## config.mk

```make
export PLATFORM = sky130hd
export DESIGN_NAME = lif_post_neuron
export DESIGN_NICKNAME = d
export VERILOG_FILES = /design/src/rtl/lif_post_neuron.sv
export SDC_FILE = /design/constraint.sdc
export NUM_CORES = 1
export LEC_CHECK = 0
export ABC_CLOCK_PERIOD_IN_PS = 12650
export CELL_PAD_IN_SITES_DETAIL_PLACEMENT = 0
export CELL_PAD_IN_SITES_GLOBAL_PLACEMENT = 1
export CORE_MARGIN = 2
export CORE_UTILIZATION = 42
export CTS_CLUSTER_SIZE = 24
export DETAILED_ROUTE_END_ITERATION = 16
export GPL_ROUTABILITY_DRIVEN = 0
export PLACE_DENSITY = 0.87
export SLEW_MARGIN = 20
export SYNTH_ARGS = -nofsm -noshare
export SYNTH_HDL_FRONTEND = slang
export SYNTH_SLANG_ARGS = --single-unit
```

## constraint.sdc

```tcl
create_clock -name clk -period 12.65 [get_ports clk]
set_input_delay 3.795 -clock clk [delete_from_list [all_inputs] [get_ports clk]]
set_output_delay 3.795 -clock clk [all_outputs]
set_load 0.02 [all_outputs]
```

## src/rtl/lif_post_neuron.sv

```systemverilog
// -----------------------------------------------------------------------------
// lif_post_neuron
//   Leaky integrate-and-fire postsynaptic neuron feeding the STDP learning stage.
//   Each cycle in INTEGRATE it adds the weights of the presynaptic inputs that
//   spiked, subtracts a shift-based leak, saturates, and compares the result
//   against THRESHOLD. A crossing clears the membrane, emits a one-cycle
//   post_spike pulse and (optionally) enters a refractory hold-off during which
//   all inputs are ignored.
//
// Ports
//   clk          in   rising-edge clock
//   rst          in   asynchronous active-high reset
//   pre_spike    in   [NUM_PRE]          presynaptic spike vector
//   weights      in   [NUM_PRE*W_WIDTH]  weight i at [i*W_WIDTH +: W_WIDTH]
//   post_spike   out  registered one-cycle fire pulse
//   membrane     out  [POT_WIDTH]        registered membrane potential
//   refractory   out  high while in the REFRACT state
//   spike_count  out  [8]                fires since reset, saturating at 255
// -----------------------------------------------------------------------------
module lif_post_neuron #(
  parameter int NUM_PRE        = 5,
  parameter int W_WIDTH        = 8,
  parameter int POT_WIDTH      = 12,
  parameter int THRESHOLD      = 200,
  parameter int LEAK_SHIFT     = 3,
  parameter int REFRACT_CYCLES = 4
) (
  input  logic                         clk,
  input  logic                         rst,
  input  logic [NUM_PRE-1:0]           pre_spike,
  input  logic [NUM_PRE*W_WIDTH-1:0]   weights,
  output logic                         post_spike,
  output logic [POT_WIDTH-1:0]         membrane,
  output logic                         refractory,
  output logic [7:0]                   spike_count
);

  // Synaptic sum never overflows at SUM_W; the arithmetic width carries one
  // extra bit above the larger of sum and potential so pot - leak + sum cannot wrap.
  localparam int SUM_W  = W_WIDTH + $clog2(NUM_PRE) + 1;
  localparam int WIDE_W = ((SUM_W > POT_WIDTH) ? SUM_W : POT_WIDTH) + 1;
  localparam int CNT_W  = (REFRACT_CYCLES > 0) ? $clog2(REFRACT_CYCLES + 1) : 1;

  localparam logic [WIDE_W-1:0] POT_MAX  = {{(WIDE_W-POT_WIDTH){1'b0}}, {POT_WIDTH{1'b1}}};
  localparam logic [WIDE_W-1:0] THRESH_W = WIDE_W'(THRESHOLD);
  localparam logic [CNT_W-1:0]  CNT_INIT = CNT_W'(REFRACT_CYCLES);
  localparam logic [CNT_W-1:0]  CNT_ONE  = CNT_W'(1);

  typedef enum logic {
    ST_INTEGRATE = 1'b0,
    ST_REFRACT   = 1'b1
  } state_t;

  state_t               state_q, state_d;
  logic [CNT_W-1:0]     cnt_q, cnt_d;
  logic [POT_WIDTH-1:0] membrane_q, membrane_d;
  logic                 post_spike_q, post_spike_d;
  logic                 refractory_q, refractory_d;
  logic [7:0]           spike_count_q, spike_count_d;

  // ---------------------------------------------------------------------------
  // Synaptic integration datapath
  // ---------------------------------------------------------------------------
  logic [SUM_W-1:0] masked_w [NUM_PRE];
  logic [SUM_W-1:0] syn_sum;

  for (genvar gi = 0; gi < NUM_PRE; gi++) begin : g_mask
    assign masked_w[gi] = pre_spike[gi] ? SUM_W'(weights[gi*W_WIDTH +: W_WIDTH]) : '0;
  end

  always_comb begin
    syn_sum = '0;
    for (int i = 0; i < NUM_PRE; i++) begin
      syn_sum = syn_sum + masked_w[i];
    end
  end

  logic [WIDE_W-1:0] pot_wide;
  logic [WIDE_W-1:0] leak_raw;
  logic [WIDE_W-1:0] leak;
  logic [WIDE_W-1:0] nxt_raw;
  logic [WIDE_W-1:0] nxt_sat;
  logic              fire;

  always_comb begin
    pot_wide = WIDE_W'(membrane_q);
    leak_raw = pot_wide >> LEAK_SHIFT;
    // A small nonzero potential would otherwise never decay: leak at least 1.
    leak     = ((leak_raw == '0) && (membrane_q != '0)) ? WIDE_W'(1) : leak_raw;
    // leak <= pot always holds, so the subtraction cannot underflow.
    nxt_raw  = pot_wide - leak + WIDE_W'(syn_sum);
    nxt_sat  = (nxt_raw > POT_MAX) ? POT_MAX : nxt_raw;
    fire     = (nxt_sat >= THRESH_W);
  end

  // ---------------------------------------------------------------------------
  // State register (all flops)
  // ---------------------------------------------------------------------------
  always_ff @(posedge clk or posedge rst) begin
    if (rst) begin
      state_q       <= ST_INTEGRATE;
      cnt_q         <= '0;
      membrane_q    <= '0;
      post_spike_q  <= 1'b0;
      refractory_q  <= 1'b0;
      spike_count_q <= '0;
    end else begin
      state_q       <= state_d;
      cnt_q         <= cnt_d;
      membrane_q    <= membrane_d;
      post_spike_q  <= post_spike_d;
      refractory_q  <= refractory_d;
      spike_count_q <= spike_count_d;
    end
  end

  // ---------------------------------------------------------------------------
  // Next-state logic
  // ---------------------------------------------------------------------------
  always_comb begin
    state_d = state_q;
    cnt_d   = cnt_q;
    case (state_q)
      ST_INTEGRATE: begin
        // With no refractory period a fire simply stays in INTEGRATE.
        if (fire && (REFRACT_CYCLES > 0)) begin
          state_d = ST_REFRACT;
          cnt_d   = CNT_INIT;
        end
      end
      ST_REFRACT: begin
        if (cnt_q == CNT_ONE) begin
          state_d = ST_INTEGRATE;
          cnt_d   = '0;
        end else begin
          cnt_d = cnt_q - CNT_ONE;
        end
      end
      default: begin
        state_d = ST_INTEGRATE;
        cnt_d   = '0;
      end
    endcase
  end

  // ---------------------------------------------------------------------------
  // Output logic (feeds the registered outputs)
  // ---------------------------------------------------------------------------
  always_comb begin
    membrane_d    = membrane_q;
    post_spike_d  = 1'b0;
    spike_count_d = spike_count_q;
    case (state_q)
      ST_INTEGRATE: begin
        if (fire) begin
          membrane_d   = '0;
          post_spike_d = 1'b1;
          if (spike_count_q != 8'hFF) begin
            spike_count_d = spike_count_q + 8'd1;
          end
        end else begin
          membrane_d = nxt_sat[POT_WIDTH-1:0];
        end
      end
      ST_REFRACT: begin
        membrane_d = '0;
      end
      default: begin
        membrane_d = '0;
      end
    endcase
    // Registered copy of the state so it lines up with cnt != 0.
    refractory_d = (state_d == ST_REFRACT);
  end

  assign post_spike  = post_spike_q;
  assign membrane    = membrane_q;
  assign refractory  = refractory_q;
  assign spike_count = spike_count_q;

endmodule

```

==> flow_summary.json <==
{
  "p_leak_uw": 0.001939,
  "post_cts_buffers": 0,
  "synth_mux_area_share_pct": 1.026,
  "synthSimpleGateAreaFrac_pct": 16.33,
  "crit_slowest_cell": "fa_1",
  "fp.dieW_um": 90.90,
  "n_fill_cell": 708,
  "synth-seq-area-share_pct": 19.72,
  "final_util_pct": 54.68,
  "hold_viol": 0,
  "design_area_um2": 3988,
  "clkTransAtPathRegs_ns": 0.09,
  "grt.total_usage_pct": 18.10,
  "ant_nets": 0,
  "stdcell_count": 510,
  "gr-total-overflow": 0,
  "core-area_um2": 7292,
  "grt_max_degree": 26,
  "drive_gt1_share_pct": 3.406,
  "antenna_cells": 0,
  "synth_top_cell_area_share_pct": 23.98,
  "end_kind": "flop",
  "port_buffers": 68,
  "synth_ff_type": "dfrtp_1",
  "power.density_nw_per_um2": 187.6,
  "crit_chain": "clkdlybuf4s50_1, and2_1, fa_1, inv_1, fa_1, inv_1, fa_1, inv_1, fa_1, inv_1, ha_1, and3_1, a221oi_2, xnor2_1, a311oi_2, nor3_4, nand3_2, nor3b_1",
  "worstMarginPinSlew_ns": 0.8918,
  "synth_commonest_cells": "inv_1 (79), nand2_1 (40), fa_1 (38)",
  "synth_top_family_by_area": "adder cells",
  "numCtsBuffers": 3,
  "fin_tns_setup_ns": 0,
  "synth_xor_area_share_pct": 3.905,
  "finalSetupViolations": 0,
  "syn-cell-area_um2": 3172,
  "ys_ff_latch": 25,
  "synthTopCellsByArea": "fa_1 (24%), dfrtp_1 (20%), ha_1 (12%)",
  "dr.first_iter.drc_count": 101,
  "cts_resized": 0,
  "clock_latency_ns": 0.27,
  "synth_fa_ha_area_share_pct": 36.21,
  "worst_path_largest_cell_delay_ns": 0.54,
  "drtPass1Iterations": 4,
  "rsz0062_at_grt": "no",
  "place_area_um2": 3941,
  "path_class": "in -> reg",
  "via_per_inst": 4.806,
  "cp-start-kind": "input pin",
  "start_util_pct": 43.50,
  "holdWs_ns": 0.5199,
  "final-max-slew-violation-count": 0,
  "maxCapViolCount": 0,
  "htree_levels": 1,
  "finClkSkew_ns": 0.004503,
  "fin_crit_ns": 9.142,
  "vdd_drop_max_uv": 103.9,
  "cts_hold_buffers": 0,
  "yosysTopAreaCell": "fa_1",
  "post_drt_wl_per_cell_um": 13.80,
  "required_ns": 12.82,
  "syn_to_final_growth_pct": 25.72,
  "synthMostInstantiatedCell": "inv_1",
  "fin_nets": 528,
  "numClockSinks": 25,
  "antenna_found_initial": 0,
  "grt_pass1_vias": 2557,
  "timing.fmax_mhz": 109.4,
  "grt_pass1_wl_mm": 12.39,
  "routed_wl_mm": 7.039,
  "dp_cells": 506,
  "synth_edf_count": 0,
  "dieArea_um2": 8263,
  "max-slew-margin-rel_pct": 40.18,
  "die_h_um": 90.90,
  "clockRootBuffer": "clkbuf_8",
  "yosys_warnings": 0,
  "clockBufferDepth": 2,
  "async_flop_share_pct": 100.0,
  "period_share_pct": 72.27,
  "synth_cell_types": 54,
  "cp_max_fo": 14,
  "io-pin-count": 69,
  "syn_area_per_cell_um2": 9.220,
  "synth_compound_area_share_pct": 11.87,
  "status": "complete, no violations",
  "hpwl_mm": 5.939,
  "cp.arrival_ns": 9.31,
  "drc": 0,
  "num_vias": 2451,
  "cts_tree": "yes",
  "synth_cells": 344,
  "min_path_type": "reg -> reg",
  "fp-row-count": 31
}
-- per-layer routing --
metal / wire [µm] / GRT usage (%) / part of all wire (%)
met3: 470 / 3.172 / 6.7
met5: 0 / 0 / 0
met2: 3237 / 29.60 / 46
met4: 17 / 1.515 / 0.24
met1: 3313 / 26.34 / 47
-- cells by family after synthesis --
kind of cell	Yosys count
compound gates	49
flops	25
simple gates	98
buf+inv	87
mux	3
fa+ha+maj	69
xor+xnor	12
other cells	1
-- report_power, final --
part	switching, µW	internal [µW]	leakage (µW)
registers	30.2	101	0.000306
logic	328	241	0.00161
clock network	26.0	22.0	0.0000255
total	384	364	0.00194
-- state kept, by name, summed over array words and instances (netlist names) --
signal	count
refractory	1
post_spike	1
spike_count	8
cnt_q	3
membrane	12
-- layout by cell type, fill, tap and decap left out, types with 2 or more instances in the layout --
cell type / Yosys / layout
nor2_1: 9 / 9
a2bb2oi_1: 2 / 2
nor4_1: 3 / 3
ha_1: 31 / 31
nor3b_1: 3 / 3
xor2_1: 6 / 6
fa_1: 38 / 38
xnor2_1: 5 / 5
nand2b_1: 4 / 4
and3_1: 3 / 3
inv_1: 79 / 78
a211oi_1: 4 / 4
a21oi_1: 6 / 6
nor4b_1: 3 / 3
clkdlybuf4s50_1: 0 / 68
dfrtp_1: 25 / 25
o21bai_1: 2 / 2
nor3_1: 5 / 5
o21ai_0: 7 / 7
mux2_1: 2 / 2
or3_1: 2 / 2
a31oi_1: 5 / 5
and2_1: 13 / 13
a21o_1: 5 / 5
nand2_1: 40 / 40
o31ai_1: 4 / 4
clkbuf_8: 0 / 3
nand3_1: 4 / 4
o21a_1: 2 / 2
conb_1: 1 / 4
-- worst max-delay path: cells and delay by family --
| kind | cells | cell delay [ns] |
|---|---|---|
| and+or+nand+nor | 5 | 1.57 |
| buffers and inverters | 5 | 0.75 |
| adders and majority gates | 5 | 2.46 |
| xor gates and xnor gates | 1 | 0.21 |
| AOI/OAI and AO/OA | 2 | 0.52 |
-- stage by stage --
step           power (µW)  worst slack (ns)
6_report            748.0             3.508
5_1_grt             837.9             3.160
4_1_cts             753.5             3.472
3_5_place_dp        697.9             3.210
3_3_place_gp        691.7             3.349
2_1_floorplan       571.2             4.081
-- path summary, 6_finish.rpt --
path                       slack, ns  cells after the start                  startpoint                         end
max                             3.51                     18                pre_spike[4]       membrane[1]$_DFF_PP0_
min                             0.52                      1  spike_count[3]$_DFFE_PP0P_  spike_count[3]$_DFFE_PP0P_
max reg2reg                     6.62                     22      membrane[10]$_DFF_PP0_       membrane[1]$_DFF_PP0_
min reg2reg                     0.52                      1  spike_count[3]$_DFFE_PP0P_  spike_count[3]$_DFFE_PP0P_
max in group asynchronous       8.33                      2                         rst       membrane[1]$_DFF_PP0_
min in group asynchronous       3.91                      2                         rst      membrane[11]$_DFF_PP0_
-- final cells by class --
class                   count  area (µm²)  share of cell area (%)
inverters                  79       296.5                   7.436
repair buffers             68       680.7                   17.07
multi-input cells         235        2215                   55.54
flip-flops and latches     25       625.6                   15.69
well taps                  99       123.9                   3.106
clock buffers               3       41.29                   1.035
clock inverters             1       5.005                  0.1255
No activity file was read; power rests on OpenSTA's default activity.
